**config.mk**
```make
export PLATFORM = sky130hd
export DESIGN_NAME = gate_sequencer_flat
export DESIGN_NICKNAME = d
export VERILOG_FILES = /design/src/rtl/gate_sequencer_if.sv /design/src/rtl/gate_sequencer.sv /design/src/flat_wrapper.sv
export SDC_FILE = /design/constraint.sdc
export NUM_CORES = 1
export LEC_CHECK = 0
export CAP_MARGIN = 20
export CORE_MARGIN = 3
export CORE_UTILIZATION = 30
export DETAILED_ROUTE_END_ITERATION = 8
export HOLD_SLACK_MARGIN = 0.02
export SLEW_MARGIN = 40
export SYNTH_ARGS = -nofsm -noshare
export SYNTH_HDL_FRONTEND = slang
export SYNTH_SLANG_ARGS = --single-unit
```
**constraint.sdc**
```tcl
create_clock -name clk -period 1.9 [get_ports clk]
set_input_delay 0.285 -clock clk [delete_from_list [all_inputs] [get_ports clk]]
set_output_delay 0.285 -clock clk [all_outputs]
set_load 0.005 [all_outputs]
```
**src/rtl/gate_sequencer_if.sv**
```systemverilog
// Command/status bundle between a measurement controller and gate_sequencer.
// master drives commands and consumes samples; slave is the sequencer itself.
interface gate_sequencer_if #(
    parameter int GATE_W  = 16,
    parameter int FRAME_W = 16
) ();
    logic               start;
    logic               stop;
    logic               continuous;
    logic [GATE_W-1:0]  gate_len;
    logic               sample_ready;
    logic               overrun_clr;
    logic               cnt_enable;
    logic               cnt_latch;
    logic               busy;
    logic               sample_valid;
    logic               overrun;
    logic [FRAME_W-1:0] frame_id;

    modport master (
        output start, stop, continuous, gate_len, sample_ready, overrun_clr,
        input  cnt_enable, cnt_latch, busy, sample_valid, overrun, frame_id
    );

    modport slave (
        input  start, stop, continuous, gate_len, sample_ready, overrun_clr,
        output cnt_enable, cnt_latch, busy, sample_valid, overrun, frame_id
    );
endinterface

```
**src/rtl/gate_sequencer.sv**
```systemverilog
// Gate-window controller for the falling-edge pulse counter with sample handshake.
// Optional frame numbering is built only when GATE_SEQ_FRAME_ID_EN is defined.
module gate_sequencer #(
    parameter int GATE_W  = 16,
    parameter int FRAME_W = 16
) (
    input  logic              clk,
    input  logic              reset,
    gate_sequencer_if.slave   bus
);

    typedef enum logic [2:0] {
        IDLE,
        COLLECT,
        LATCH,
        FLUSH,
        HOLD
    } state_e;

    state_e            state_q;
    logic [GATE_W-1:0] gateCnt_q;
    logic [GATE_W-1:0] gateLoad_d;
    logic              cont_q;
    logic              cntEnable_q;
    logic              cntLatch_q;
    logic              busy_q;
    logic              sampleValid_q;
    logic              sampleValid_d;
    logic              overrun_q;
    logic              overrun_d;
    logic              publish_d;

    // A publish overrides a same-cycle acceptance, and overrun set beats clear.
    always_comb begin
        gateLoad_d    = (bus.gate_len == '0) ? GATE_W'(1) : bus.gate_len;
        publish_d     = (state_q == LATCH);
        sampleValid_d = sampleValid_q;
        if (sampleValid_q && bus.sample_ready) begin
            sampleValid_d = 1'b0;
        end
        if (publish_d) begin
            sampleValid_d = 1'b1;
        end
        overrun_d = overrun_q;
        if (bus.overrun_clr) begin
            overrun_d = 1'b0;
        end
        if (publish_d && sampleValid_q && !bus.sample_ready) begin
            overrun_d = 1'b1;
        end
    end

    always_ff @(posedge clk) begin
        if (reset) begin
            state_q       <= IDLE;
            gateCnt_q     <= '0;
            cont_q        <= 1'b0;
            cntEnable_q   <= 1'b0;
            cntLatch_q    <= 1'b0;
            busy_q        <= 1'b0;
            sampleValid_q <= 1'b0;
            overrun_q     <= 1'b0;
        end else begin
            sampleValid_q <= sampleValid_d;
            overrun_q     <= overrun_d;
            case (state_q)
                IDLE: begin
                    if (bus.start && !bus.stop) begin
                        gateCnt_q   <= gateLoad_d;
                        cont_q      <= bus.continuous;
                        cntEnable_q <= 1'b1;
                        busy_q      <= 1'b1;
                        state_q     <= COLLECT;
                    end
                end
                COLLECT: begin
                    if (bus.stop) begin
                        cntEnable_q <= 1'b0;
                        cntLatch_q  <= 1'b1;
                        state_q     <= FLUSH;
                    end else if (gateCnt_q == GATE_W'(1)) begin
                        cntEnable_q <= 1'b0;
                        cntLatch_q  <= 1'b1;
                        state_q     <= LATCH;
                    end else begin
                        gateCnt_q <= gateCnt_q - GATE_W'(1);
                    end
                end
                LATCH: begin
                    cntLatch_q <= 1'b0;
                    if (cont_q && !bus.stop) begin
                        gateCnt_q   <= gateLoad_d;
                        cntEnable_q <= 1'b1;
                        state_q     <= COLLECT;
                    end else begin
                        state_q <= HOLD;
                    end
                end
                FLUSH: begin
                    cntLatch_q <= 1'b0;
                    busy_q     <= 1'b0;
                    state_q    <= IDLE;
                end
                HOLD: begin
                    if (!sampleValid_d) begin
                        busy_q  <= 1'b0;
                        state_q <= IDLE;
                    end
                end
                default: begin
                    cntEnable_q <= 1'b0;
                    cntLatch_q  <= 1'b0;
                    busy_q      <= 1'b0;
                    state_q     <= IDLE;
                end
            endcase
        end
    end

    assign bus.cnt_enable   = cntEnable_q;
    assign bus.cnt_latch    = cntLatch_q;
    assign bus.busy         = busy_q;
    assign bus.sample_valid = sampleValid_q;
    assign bus.overrun      = overrun_q;

`ifdef GATE_SEQ_FRAME_ID_EN
    logic [FRAME_W-1:0] frameCnt_q;
    logic [FRAME_W-1:0] frameId_q;

    // frame_id shows the number of the sample just published; flushes never count.
    always_ff @(posedge clk) begin
        if (reset) begin
            frameCnt_q <= '0;
            frameId_q  <= '0;
        end else if (publish_d) begin
            frameId_q  <= frameCnt_q;
            frameCnt_q <= frameCnt_q + FRAME_W'(1);
        end
    end

    assign bus.frame_id = frameId_q;
`else
    assign bus.frame_id = {FRAME_W{1'b0}};
`endif

endmodule

```
**src/flat_wrapper.sv**
```systemverilog
// flat-port wrapper written by rule: the top's interface ports become plain ports
module gate_sequencer_flat 
#(
    parameter int GATE_W  = 16,
    parameter int FRAME_W = 16
)
  (clk, reset, bus_start, bus_stop, bus_continuous, bus_gate_len, bus_sample_ready, bus_overrun_clr, bus_cnt_enable, bus_cnt_latch, bus_busy, bus_sample_valid, bus_overrun, bus_frame_id);
  gate_sequencer_if #(.GATE_W(GATE_W), .FRAME_W(FRAME_W)) bus_i ();
  input  logic clk;
  input  logic reset;
  input wire logic [$bits(bus_i.start)-1:0] bus_start;
  input wire logic [$bits(bus_i.stop)-1:0] bus_stop;
  input wire logic [$bits(bus_i.continuous)-1:0] bus_continuous;
  input wire logic [$bits(bus_i.gate_len)-1:0] bus_gate_len;
  input wire logic [$bits(bus_i.sample_ready)-1:0] bus_sample_ready;
  input wire logic [$bits(bus_i.overrun_clr)-1:0] bus_overrun_clr;
  output wire logic [$bits(bus_i.cnt_enable)-1:0] bus_cnt_enable;
  output wire logic [$bits(bus_i.cnt_latch)-1:0] bus_cnt_latch;
  output wire logic [$bits(bus_i.busy)-1:0] bus_busy;
  output wire logic [$bits(bus_i.sample_valid)-1:0] bus_sample_valid;
  output wire logic [$bits(bus_i.overrun)-1:0] bus_overrun;
  output wire logic [$bits(bus_i.frame_id)-1:0] bus_frame_id;
  assign bus_i.start = bus_start;
  assign bus_i.stop = bus_stop;
  assign bus_i.continuous = bus_continuous;
  assign bus_i.gate_len = bus_gate_len;
  assign bus_i.sample_ready = bus_sample_ready;
  assign bus_i.overrun_clr = bus_overrun_clr;
  assign bus_cnt_enable = bus_i.cnt_enable;
  assign bus_cnt_latch = bus_i.cnt_latch;
  assign bus_busy = bus_i.busy;
  assign bus_sample_valid = bus_i.sample_valid;
  assign bus_overrun = bus_i.overrun;
  assign bus_frame_id = bus_i.frame_id;
  gate_sequencer #(.GATE_W(GATE_W), .FRAME_W(FRAME_W)) u_core (.clk(clk), .reset(reset), .bus(bus_i));
endmodule
```
# --- Yosys cells after proc, flatten, opt, wreduce, memory -nomap -nowiden ---
# Index checks and enable logic that the tools add are counted.
totals:
  input_bits: 23
  reg_bits: 25
classes:
  n_reduce_logical: 20
  add_sub_neg: 1
  n_eq_ne: 11
  n_mux: 26
  n_bitwise: 3
ops:
  columns: ["op", "count"]
  rows:
  - ["$mux W16", 5]
  - ["$pmux W16 S3", 1]
  - ["$eq A16 B1 Y1 const B", 1]
  - ["$logic_not A16 Y1", 1]
  - ["$sub A16 B1 Y16 const B", 1]
  - ["$mux W3", 5]
  - ["$pmux W3 S4", 1]
  - ["$mux W1", 11]
  - ["$ne A2 B2 Y1 const B", 4]
  - ["$eq A3 B2 Y1 const B", 2]
  - ["$reduce_and A3 Y1", 2]
  - ["$reduce_or A2 Y1", 3]
  - ["$logic_and A1 B1 Y1", 5]
  - ["$reduce_and A5 Y1", 1]
  - ["$pmux W1 S4", 1]
  - ["$reduce_and A2 Y1", 2]
  - ["$reduce_and A4 Y1", 1]
  - ["$eq A3 B1 Y1 const B", 1]
  - ["$eq A3 B3 Y1 const B", 1]
  - ["$logic_not A3 Y1", 1]
  - ["$ne A3 B2 Y1 const B", 1]
  - ["$not A1 Y1", 3]
  - ["$pmux W1 S3", 1]
  - ["$reduce_bool A3 Y1", 1]
  - ["other kinds (4)", 5]

# --- Logic depth before layout (Yosys ltp) ---
# Gate-level depths: netlist of the first run.
depth:
  word_depth: 5
  depth_mapped: 8
  depth_no_buf: 7

# --- Worst setup path before layout of the first run ---
# No wires, ideal clock.
synth_timing:
  path_type: "register to register"
  start: "register u_core.gateCnt_q[0]"
  end: "register u_core.gateCnt_q[14]"
  slack_ps: 266
  path_stages_with_launch: 8
  path_buffers: 0
  t_arrival_ps: 1563
  synth_period_minus_slack_ps: 1634
  path_cell_list: "dfxtp_1 inv_1 ha_1 nor3b_1 and3_1 nand4_1 a21o_1 a21oi_1"
synth_between:
  elab_chain_cells: 4
synth_rtl:
  columns: ["item", "line_no", "text"]
  rows:
  - ["from (decl)", "gate_sequencer.sv:21", "logic [GATE_W-1:0] gateCnt_q;"]
  - ["from (signal assigned)", "gate_sequencer.sv:69", "gateCnt_q <= gateLoad_d;"]
  - ["from (signal assigned)", "gate_sequencer.sv:86", "gateCnt_q <= gateCnt_q - GATE_W'(1);"]
  - ["from (signal assigned)", "gate_sequencer.sv:92", "gateCnt_q <= gateLoad_d;"]
  - ["$sub A16 B1 Y16", "gate_sequencer.sv:86", null]
  - ["$mux W16", "gate_sequencer.sv:81", "end else if (gateCnt_q == GATE_W'(1)) begin"]
  - ["$mux W16", "gate_sequencer.sv:77", "if (bus.stop) begin"]
  - ["$pmux W16 S3", "gate_sequencer.sv:66", "case (state_q)"]
# Several ways; a longest one is shown, not always the timed one. The select of a mux whose other input is x is not followed.
# A chain may end at the register's enable or synchronous reset.

# --- Worst setup path after layout of the first run ---
layout_timing:
  start: "register u_core.gateCnt_q[0]"
  end: "register u_core.gateCnt_q[13]"
# The elaborated chain is that of the path after synthesis.

==> out/metrics.cfg, run 1 <==
[timing]
fin_worst_skew_ns = 0.00628
setup_slack_ns = 0.145
fin_crit_ns = 1.76
rsz0062_at_grt = true
hold_viol = 0
slew_viol_final = 0
setup_violations = 0
period_share_pct = 92.4
fmax_ghz = 0.570

[yosys]
synth_top_area_share_pct = 29.1
ys_async_sr_fraction_pct = 0
synth_seq_cells = 25
synthTopCellsByArea = dfxtp_1, buf_4, nand2_1
syn_area_per_cell_um2 = 7.39
syn_area_mm2 = 0.00172
synth_cell_types = 48
yosysSeqAreaShare_pct = 29.1
yosysWarnings = 0
postSynthCellCount = 233
yosysTopAreaCell = dfxtp_1
synth_flop_cell = dfxtp_1
synth-edff-count = 0

[job]
cap_violations = 0

[detailed_routing]
drt_first_pass_iters = 5
drc = 0
totalWireLength_um = 4340
num_vias = 1726
antenna_left = 0
routed_via_density = 5.02
first_iter_violations = 112
routedWlPerCell_um = 12.6

[clock_network]
cts_tree = done
cts_inserted_buffers = 3
path_clk_slew_ns = 0.10
clk_latency_ns = 0.27
cts_max_path_buffers = 2
clock-sinks = 25
ctsHoldBuffers = 0
htree_num_levels = 1
cts_root_buffer = clkbuf_8

[layout]
drive_above_1_share_pct = 13.9
fillers = 563
layout.cells.non_filler = 344
nets = 300
synthToLayoutAreaGrowth_pct = 27.0
utilization_pct = 41.0
insertedDiodeCount = 0
fin_area_mm2 = 0.00219

[placed_design]
gp_congestion = 0.850
io_buffers = 27
placed_cells = 340
placed_area_mm2 = 0.00213
dp_slack_ns = -0.00992
hpwl_um = 3310

[status]
outcome = finished, final reports clean

[critical_path]
reg2reg_from = u_core.gateCnt_q[0]
arrival_ns = 1.92
crit_type = reg2reg
path_max_fanout = 4
critical_path_required_ns = 2.06
ff2ff_setup_slack_ns = 0.14
worst_setup_path_end_kind = flop
startpoint_type = flop
crit_start = u_core.gateCnt_q[0]

[power_and_ir_drop]
pwr-share-seq_pct = 40.2
swShare_pct = 34.5
powerDensity_mw_per_mm2 = 692
p_int_uw = 991
comb_power_share_pct = 38.0
clockPowerShare_pct = 21.9
vdd_drop_max_uv = 381
total_power_uw = 1510
power.switching_uw = 522
leakagePower_uw = 0.000874

[die]
ios = 44
die-area_mm2 = 0.00668
core_area_mm2 = 0.00534
rows = 26
die_x_um = 81.8
die_y_um = 81.8
start_util_pct = 32.3

[worst_hold_path]
min_from = u_core.bus.busy
hold_class = reg2reg

[global_routing]
grt_pass1_vias = 1628
antenna_found_initial = 0
grt_overflow = 0
grt_max_degree = 22
grtUsageTotal_pct = 13.5
grt_pass1_wl_um = 7180

## cells by family (layout without fill, tap and decap cells)
family	Yosys count	after routing	synth area share, %
buffers and inverters	35	61	12.4
other	1	16	0.218
muxes	4	4	2.47
DFF	25	25	29.1
adders and majority gates	2	2	1.45
AOI/OAI and AO/OA	67	67	23.4
and+or+nand+nor	99	99	31.0
## area by class of cell
type,instances,area [um2],share of cell area (%)
sequential,25,500,22.9
inverter,5,18.8,0.858
timing repair buffer,52,458,20.9
multi-input combinational,188,1070,49.1
clock inverter,1,7.51,0.343
clock buffer,3,41.3,1.89
tap,70,87.6,4.00
## sequential cells by signal, summed over array words and instances, names as in the netlist
register                 count
u_core.gateCnt_q            16
u_core.state_q               3
u_core.bus.busy              1
u_core.bus.cnt_enable        1
u_core.bus.cnt_latch         1
u_core.bus.overrun           1
u_core.bus.sample_valid      1
u_core.cont_q                1
## metrics by stage
| stage | hold WS [ns] | TNS, ns |
|---|---|---|
| floorplan | 0.354 | 0 |
| global placement | 0.480 | 0 |
| detailed placement | 0.476 | -0.0133 |
| CTS | 0.496 | 0 |
| global route | 0.515 | -0.0439 |
| finish | 0.492 | 0 |
## path summary, 6_finish.rpt
check | to | depth (start not counted)
setup / recovery | u_core.gateCnt_q[13] | 6
hold / removal | u_core.bus.busy | 2
setup reg to reg | u_core.gateCnt_q[13] | 6
hold reg to reg | u_core.bus.busy | 2
## worst max-delay path, cell delays in order, from the launching register on
cell and delay (ns):
dfxtp_1 0.32, buf_4 0.14, or4_1 0.61, nor4_2 0.29
nor2_1 0.08, o21ai_1 0.13, a21oi_1 0.08
## what timing repair did
item | CTS | global route
endpoints found under the setup margin | 0 | 16
buffers inserted | 0 | 0
gates resized for setup | 0 | 2
## synth_stat cells (2+ instances only)
| master | count |
|---|---|
| nand2_1 | 30 |
| dfxtp_1 | 25 |
| nor2_1 | 25 |
| a21oi_1 | 22 |
| buf_4 | 18 |
| o21ai_1 | 16 |
| buf_2 | 6 |
| clkbuf_1 | 5 |
| inv_1 | 5 |
| nand2b_1 | 5 |
| nand3_1 | 5 |
| nor3_1 | 5 |
| a21o_1 | 4 |
| a31oi_1 | 4 |
| nand4_1 | 4 |
| o21ai_0 | 4 |
| a21boi_0 | 3 |
| a22o_1 | 3 |
| nor3b_1 | 3 |
| nor4_1 | 3 |
| nor4_2 | 3 |
| or4_1 | 3 |
| and3_1 | 2 |
| ha_1 | 2 |
| mux2i_1 | 2 |
| nand3b_1 | 2 |
| o31ai_1 | 2 |
| or3_1 | 2 |
## per-layer routing
layer	track usage, %	vias up	share of wire (%)
met4	2.99	0	1.5
met1	17.3	782	47
met3	3.62	6	6.5
li1	-	879	-
met5	0	-	0
met2	22.7	59	45
## power groups by stage
stage          clock network [uW]  registers [uW]  logic, uW
3_5_place_dp                    0             617        565
4_1_cts                       349             605        569
3_3_place_gp                    0             617        567
6_report                      331             607        575
2_1_floorplan                   0             610        391
5_1_grt                       380             613        640
## layout by cell type, fill, tap and decap left out, drive strengths merged, types with 3 or more instances in the layout
cell	n
a22o	3
buf	25
or4	4
nor3b	3
a21o	4
nor3	6
nand4	4
a21boi	3
a21oi	22
nand2	30
dfxtp	25
nand2b	5
clkbuf	3
nor2	25
nand3	5
inv	5
o21ai	20
clkdlybuf4s50	27
a31oi	4
nor4	7
conb	16
Note: power is estimated with default switching activity, not from simulation.
==> inputs of run 2 (changes only) <==
Settings changed: GPL_ROUTABILITY_DRIVEN set to 0.
==> results of run 2 <==
The final DEF is identical to that of run 1; final timing and power are the same.
==> inputs of run 3 (changes only) <==
Settings changed: SLEW_MARGIN 40 to unset.
==> results of run 3 <==
The final DEF is identical to that of run 1; final timing and power are the same.
